$ cat src/rtl/mac_lookup_initiator.sv
// rtl/mac_lookup_initiator.sv - frame-header client of the MAC search engine: learn SA, look up DA, aging sweep requests
module mac_lookup_initiator #(
    parameter logic [31:0] AGING_PERIOD = 32'd50_000_000,
    parameter logic [11:0] SE_TIMEOUT   = 12'd2047,
    parameter logic [15:0] PORT_MASK    = 16'hFFFF
) (
    input  logic        clk,
    input  logic        rst,
    input  logic        hdr_valid,
    output logic        hdr_ready,
    input  logic [47:0] hdr_da,
    input  logic [47:0] hdr_sa,
    input  logic [3:0]  hdr_src_port,
    output logic        fwd_valid,
    input  logic        fwd_ready,
    output logic [15:0] fwd_portmap,
    output logic        fwd_flood,
    output logic        se_source,
    output logic [47:0] se_mac,
    output logic [15:0] se_portmap,
    output logic [9:0]  se_hash,
    output logic        se_req,
    input  logic        se_ack,
    input  logic        se_nak,
    input  logic [15:0] se_result,
    output logic        aging_req,
    input  logic        aging_ack,
    output logic [15:0] stat_learn_fail,
    output logic [15:0] stat_miss,
    output logic [15:0] stat_timeout,
    output logic [15:0] stat_age_overrun
);

    typedef enum logic [2:0] {
        S_IDLE,
        S_LEARN,
        S_GAP,
        S_LOOKUP,
        S_OUT
    } state_t;

    // Fold the 48-bit MAC into a 10-bit bucket index.
    function automatic logic [9:0] mac_hash(input logic [47:0] m);
        return m[9:0] ^ m[19:10] ^ m[29:20] ^ m[39:30] ^ {2'b00, m[47:40]};
    endfunction

    function automatic logic [15:0] sat_inc(input logic [15:0] v);
        return (v == 16'hFFFF) ? v : v + 16'd1;
    endfunction

    state_t      state_q, state_d;
    logic [47:0] da_q, da_d;
    logic [15:0] src_oh_q, src_oh_d;
    logic [11:0] wait_q, wait_d;
    logic        hdr_ready_q, hdr_ready_d;
    logic        fwd_valid_q, fwd_valid_d;
    logic [15:0] fwd_portmap_q, fwd_portmap_d;
    logic        fwd_flood_q, fwd_flood_d;
    logic        se_source_q, se_source_d;
    logic [47:0] se_mac_q, se_mac_d;
    logic [15:0] se_portmap_q, se_portmap_d;
    logic [9:0]  se_hash_q, se_hash_d;
    logic        se_req_q, se_req_d;
    logic [15:0] stat_learn_fail_q, stat_learn_fail_d;
    logic [15:0] stat_miss_q, stat_miss_d;
    logic [15:0] stat_timeout_q, stat_timeout_d;
    logic [15:0] stat_age_overrun_q, stat_age_overrun_d;
    logic [31:0] age_cnt_q, age_cnt_d;
    logic        aging_req_q, aging_req_d;

    logic        accept;
    logic        wait_expired;
    logic        age_tick;
    logic [15:0] hdr_oh;

    assign accept       = hdr_valid && hdr_ready_q;
    assign wait_expired = (wait_q == SE_TIMEOUT - 12'd1);
    assign hdr_oh       = 16'd1 << hdr_src_port;
    assign age_tick     = (age_cnt_q == AGING_PERIOD - 32'd1);

    // Request sequencer: learn SA, one-cycle gap, look up DA, present result.
    always_comb begin
        state_d           = state_q;
        da_d              = da_q;
        src_oh_d          = src_oh_q;
        wait_d            = wait_q;
        hdr_ready_d       = hdr_ready_q;
        fwd_valid_d       = fwd_valid_q;
        fwd_portmap_d     = fwd_portmap_q;
        fwd_flood_d       = fwd_flood_q;
        se_source_d       = se_source_q;
        se_mac_d          = se_mac_q;
        se_portmap_d      = se_portmap_q;
        se_hash_d         = se_hash_q;
        se_req_d          = se_req_q;
        stat_learn_fail_d = stat_learn_fail_q;
        stat_miss_d       = stat_miss_q;
        stat_timeout_d    = stat_timeout_q;

        case (state_q)
            S_IDLE: begin
                hdr_ready_d = 1'b1;
                if (accept) begin
                    hdr_ready_d = 1'b0;
                    da_d        = hdr_da;
                    src_oh_d    = hdr_oh;
                    wait_d      = 12'd0;
                    if (!hdr_sa[40]) begin
                        state_d      = S_LEARN;
                        se_req_d     = 1'b1;
                        se_source_d  = 1'b1;
                        se_mac_d     = hdr_sa;
                        se_hash_d    = mac_hash(hdr_sa);
                        se_portmap_d = hdr_oh;
                    end else if (!hdr_da[40]) begin
                        state_d      = S_LOOKUP;
                        se_req_d     = 1'b1;
                        se_source_d  = 1'b0;
                        se_mac_d     = hdr_da;
                        se_hash_d    = mac_hash(hdr_da);
                        se_portmap_d = 16'd0;
                    end else begin
                        state_d       = S_OUT;
                        fwd_valid_d   = 1'b1;
                        fwd_portmap_d = PORT_MASK & ~hdr_oh;
                        fwd_flood_d   = 1'b1;
                    end
                end
            end

            S_LEARN: begin
                wait_d = wait_q + 12'd1;
                if (se_ack || se_nak || wait_expired) begin
                    se_req_d = 1'b0;
                    state_d  = S_GAP;
                    if (!se_ack && se_nak) begin
                        stat_learn_fail_d = sat_inc(stat_learn_fail_q);
                    end else if (!se_ack) begin
                        stat_timeout_d = sat_inc(stat_timeout_q);
                    end
                end
            end

            // One idle cycle so the responder cannot mistake the lookup for a held learn.
            S_GAP: begin
                if (da_q[40]) begin
                    state_d       = S_OUT;
                    fwd_valid_d   = 1'b1;
                    fwd_portmap_d = PORT_MASK & ~src_oh_q;
                    fwd_flood_d   = 1'b1;
                end else begin
                    state_d      = S_LOOKUP;
                    wait_d       = 12'd0;
                    se_req_d     = 1'b1;
                    se_source_d  = 1'b0;
                    se_mac_d     = da_q;
                    se_hash_d    = mac_hash(da_q);
                    se_portmap_d = 16'd0;
                end
            end

            S_LOOKUP: begin
                wait_d = wait_q + 12'd1;
                if (se_ack) begin
                    se_req_d      = 1'b0;
                    state_d       = S_OUT;
                    fwd_valid_d   = 1'b1;
                    fwd_portmap_d = se_result & ~src_oh_q;
                    fwd_flood_d   = 1'b0;
                end else if (se_nak || wait_expired) begin
                    se_req_d      = 1'b0;
                    state_d       = S_OUT;
                    fwd_valid_d   = 1'b1;
                    fwd_portmap_d = PORT_MASK & ~src_oh_q;
                    fwd_flood_d   = 1'b1;
                    if (se_nak) begin
                        stat_miss_d = sat_inc(stat_miss_q);
                    end else begin
                        stat_timeout_d = sat_inc(stat_timeout_q);
                    end
                end
            end

            S_OUT: begin
                if (fwd_ready) begin
                    fwd_valid_d = 1'b0;
                    hdr_ready_d = 1'b1;
                    state_d     = S_IDLE;
                end
            end

            default: begin
                state_d     = S_IDLE;
                se_req_d    = 1'b0;
                fwd_valid_d = 1'b0;
            end
        endcase
    end

    // Free-running aging timer; a tick while a sweep is still pending is counted, not queued.
    always_comb begin
        age_cnt_d          = age_tick ? 32'd0 : age_cnt_q + 32'd1;
        aging_req_d        = aging_req_q;
        stat_age_overrun_d = stat_age_overrun_q;
        if (aging_req_q && aging_ack) begin
            aging_req_d = 1'b0;
        end
        if (age_tick) begin
            if (aging_req_q) begin
                stat_age_overrun_d = sat_inc(stat_age_overrun_q);
            end else begin
                aging_req_d = 1'b1;
            end
        end
    end

    // State and registered outputs; reset discards any in-flight request or result.
    always_ff @(posedge clk) begin
        if (rst) begin
            state_q            <= S_IDLE;
            da_q               <= 48'd0;
            src_oh_q           <= 16'd0;
            wait_q             <= 12'd0;
            hdr_ready_q        <= 1'b0;
            fwd_valid_q        <= 1'b0;
            fwd_portmap_q      <= 16'd0;
            fwd_flood_q        <= 1'b0;
            se_source_q        <= 1'b0;
            se_mac_q           <= 48'd0;
            se_portmap_q       <= 16'd0;
            se_hash_q          <= 10'd0;
            se_req_q           <= 1'b0;
            stat_learn_fail_q  <= 16'd0;
            stat_miss_q        <= 16'd0;
            stat_timeout_q     <= 16'd0;
            stat_age_overrun_q <= 16'd0;
            age_cnt_q          <= 32'd0;
            aging_req_q        <= 1'b0;
        end else begin
            state_q            <= state_d;
            da_q               <= da_d;
            src_oh_q           <= src_oh_d;
            wait_q             <= wait_d;
            hdr_ready_q        <= hdr_ready_d;
            fwd_valid_q        <= fwd_valid_d;
            fwd_portmap_q      <= fwd_portmap_d;
            fwd_flood_q        <= fwd_flood_d;
            se_source_q        <= se_source_d;
            se_mac_q           <= se_mac_d;
            se_portmap_q       <= se_portmap_d;
            se_hash_q          <= se_hash_d;
            se_req_q           <= se_req_d;
            stat_learn_fail_q  <= stat_learn_fail_d;
            stat_miss_q        <= stat_miss_d;
            stat_timeout_q     <= stat_timeout_d;
            stat_age_overrun_q <= stat_age_overrun_d;
            age_cnt_q          <= age_cnt_d;
            aging_req_q        <= aging_req_d;
        end
    end

    assign hdr_ready        = hdr_ready_q;
    assign fwd_valid        = fwd_valid_q;
    assign fwd_portmap      = fwd_portmap_q;
    assign fwd_flood        = fwd_flood_q;
    assign se_source        = se_source_q;
    assign se_mac           = se_mac_q;
    assign se_portmap       = se_portmap_q;
    assign se_hash          = se_hash_q;
    assign se_req           = se_req_q;
    assign aging_req        = aging_req_q;
    assign stat_learn_fail  = stat_learn_fail_q;
    assign stat_miss        = stat_miss_q;
    assign stat_timeout     = stat_timeout_q;
    assign stat_age_overrun = stat_age_overrun_q;

endmodule

$ cat config.mk
export PLATFORM = sky130hd
export DESIGN_NAME = mac_lookup_initiator
export DESIGN_NICKNAME = d
export VERILOG_FILES = /design/src/rtl/mac_lookup_initiator.sv
export SDC_FILE = /design/constraint.sdc
export NUM_CORES = 1
export LEC_CHECK = 0
export ABC_CLOCK_PERIOD_IN_PS = 5500
export BUFFER_PORTS_ARGS = -buffer_cell sky130_fd_sc_hd__buf_4
export CAP_MARGIN = 30
export CORE_MARGIN = 4
export CORE_UTILIZATION = 47
export CTS_CLUSTER_DIAMETER = 50
export DETAILED_ROUTE_END_ITERATION = 10
export GPL_ROUTABILITY_DRIVEN = 0
export PLACE_DENSITY = 0.7
export SYNTH_ARGS = -nofsm -noshare
export SYNTH_HDL_FRONTEND = slang
export SYNTH_SLANG_ARGS = --single-unit
export TNS_END_PERCENT = 10
$ cat constraint.sdc
create_clock -name clk -period 5.5 [get_ports clk]
set_input_delay 0.825 -clock clk [delete_from_list [all_inputs] [get_ports clk]]
set_output_delay 0.825 -clock clk [all_outputs]
set_load 0.005 [all_outputs]
==> results.md <==
- Vias: 12,500
- Initial antenna violation count: 0
- Fin worst setup slack: 2390 ps
- Slew @ Worst Pin: 1010 ps
- Compound-Gate Fraction of Synth Area: 14.4%
- Yosys top cell area share: 40.4%
- Synthesized area: 0.0134 mm^2
- Seq/Total Area, Yosys: 40.4%
- CTS root buf: clkbuf_16
- CP Class: input port to register
- Die X: 177 um
- Final Power: 5.41 mW
- CP Max Fanout: 57
- Synth area leaders: dfxtp_1 40%, xnor2_1 8.0%, nand2_1 8.0%
- # rows: 61
- Antenna diodes: 0
- Post-synth EDFFs: 0
- Final setup vio count: 0
- Final Hold Fails: 0
- Register bit total from synthesis: 270
- Die area: 0.0312 mm^2
- Largest family of logic cells by synthesized area: simple AND/OR/NAND/NOR gates
- Post-detailed-route count of antenna-violating nets: 0
- Vias per cell: 5.54
- Mux cell area share after synthesis: 3.97%
- Num CTS Buffers: 35
- Input/output buffers: 281
- Crit path capture type: register
- Setup crit start kind: input port
- Synth Flop Type: dfxtp_1
- Critical path arrival: 3550 ps
- Vias in the first global route: 11,900
- Leakage: 6.61 nW
- Worst-Skew Late Latency: 520 ps
- Clock buffer depth: 3
- Initial DRC Count: 882
- Post-Synthesis Cells: 1,629
- CTS tree: built
- XOR/XNOR Fraction of Synth Area: 13.0%
- Reg clk slew, reported paths: 60 ps
- Simple-Gate Fraction of Synth Area: 23.8%
- Ys async rst share: 0%
- Htree depth: 2
- Final wirelength: 40.6 mm
- Syn Nets: 1,759
- Most frequent cells in the layout: 292 x buf_4, 284 x nand2_1, 270 x dfxtp_1, 168 x a21oi_1, 155 x nor2_1
- Status: finished, final reports clean
- Initial core utilization: 47.9%
- Leading cell type in the layout, fill and taps excluded: buf_4
- Yosys cell types: 59
- Nets: 1,981
- Filler Cells Inserted: 2,588
- MaxCap Viol Count: 0
- Tmin final: 3110 ps
- Share of cells above drive strength 1: 19.7%
- Global-route wire length before repair: 64.0 mm
- GR Overflow Total: 0
- Relative slew slack: 32.4%
- Cell accounting for the most synthesized area: dfxtp_1
- # hold bufs at CTS: 0
- Core area: 0.0279 mm^2
- PostCTS Resize Cnt: 0
- Warnings from Yosys: 0
- Sink Count: 270
- Max-slew violations: 0
- Maximum vdd drop: 0.174 mV
- Post-synthesis adder-cell area fraction: 0.655%
- Post-DP HPWL: 28.7 mm
- Unrepaired setup endpoints after global routing: false
- Worst Hold Class: register to register
- FF+latch area: 0.00541 mm^2
- Largest net degree at the start of global routing: 96
- Multi-input gate area: 0.00749 mm^2
- Routed WL per cell: 18.0 um
- Final setup TNS: 0 ps
- Fin Clk Skew: 19.8 ps
- Syn_area_per_cell: 8.21 um^2
- GR Util All Layers: 25.0%
- Post-place setup slack: 1880 ps
- Fmax: 321 MHz
- PwrDens: 321 mW/mm^2
- Setup Buffers After CTS: 0
- # IOs: 283
- Dpl cell area: 0.0156 mm^2
- Die height: 177 um
- Tcrit/Tclk final: 56.6%
- Drt drc: 0
- Area growth syn-to-layout: 26.0%
- Design Area, Final: 0.0169 mm^2
- CP required: 5940 ps
- Final hold slack: 450 ps
- TritonRoute pass-1 iters: 6
==> routing by layer <==
metal  part of all wire (%)  GRT usage, %
met4                    3.3          7.99
met1                     40          31.9
met3                    8.0          6.17
met5                      0             0
met2                     48          41.9
==> final timing paths <==
kind | from | to | slack, ps | cells past startpoint
setup / recovery | hdr_sa[40] | se_mac[36] | 2390 | 7
setup reg to reg | state_q[1] | se_mac[36] | 2470 | 6
hold reg to reg | src_oh_q[3] | src_oh_q[3] | 450 | 2
hold / removal | src_oh_q[3] | src_oh_q[3] | 450 | 2
==> cell families (layout without fill, tap and decap cells) <==
family / count (synthesis) / after routing
AND/OR/NAND/NOR: 684 / 684
multiplexers: 53 / 53
other: 1 / 1
adder cells (fa/ha/maj): 7 / 7
buffers and inverters: 128 / 374
XOR/XNOR: 177 / 177
AO/OA/AOI/OAI: 309 / 309
flip-flops: 270 / 270
==> worst max-delay path, cell delays in order <==
cell and delay [ps]:
buf_4 710, nand2_1 160, a21oi_1 250, or3_2 830, buf_4 470, nand2_1 90
a21oi_1 160
==> state kept, by name, summed over array words and instances, names as in the netlist <==
signal / count
se_hash: 10
stat_learn_fail: 16
stat_miss: 16
src_oh_q: 16
age_cnt_q: 32
se_portmap: 16
se_source: 1
wait_q: 12
stat_timeout: 16
state_q: 3
fwd_portmap: 16
aging_req: 1
fwd_flood: 1
se_mac: 47
stat_age_overrun: 16
se_req: 1
da_q: 48
fwd_valid: 1
hdr_ready: 1
==> through the flow <==
step,utilization [%],instances
floorplan,-,1629
global placement,56.0,2190
detailed placement,56.0,2191
CTS,60.2,2252
global route,60.3,2253
finish,60.3,2253
==> layout make-up <==
cell class,instances,share of cell area [%]
multi-input combinational,1231,44.4
sequential,270,32.1
inverter,18,0.401
clock inverter,12,0.913
timing repair buffer,295,13.3
tap,378,2.81
clock buffer,49,6.11
==> where the power goes <==
group | internal [mW] | switching [mW]
combinational | 0.408 | 0.542
sequential | 2.07 | 0.0981
clock | 1.41 | 0.879
==> synth_stat cells, types with 13 or more instances <==
cell type / number
a21oi_1: 168
clkbuf_1: 96
dfxtp_1: 270
inv_1: 17
mux2i_1: 53
nand2_1: 284
nand2b_1: 13
nand3_1: 50
nand4_1: 40
nor2_1: 155
nor3_1: 37
nor4_1: 19
o211ai_1: 58
o21ai_0: 28
or3_1: 16
xnor2_1: 122
xnor3_1: 14
xor2_1: 41
Power figures use the tool's default switching activity.
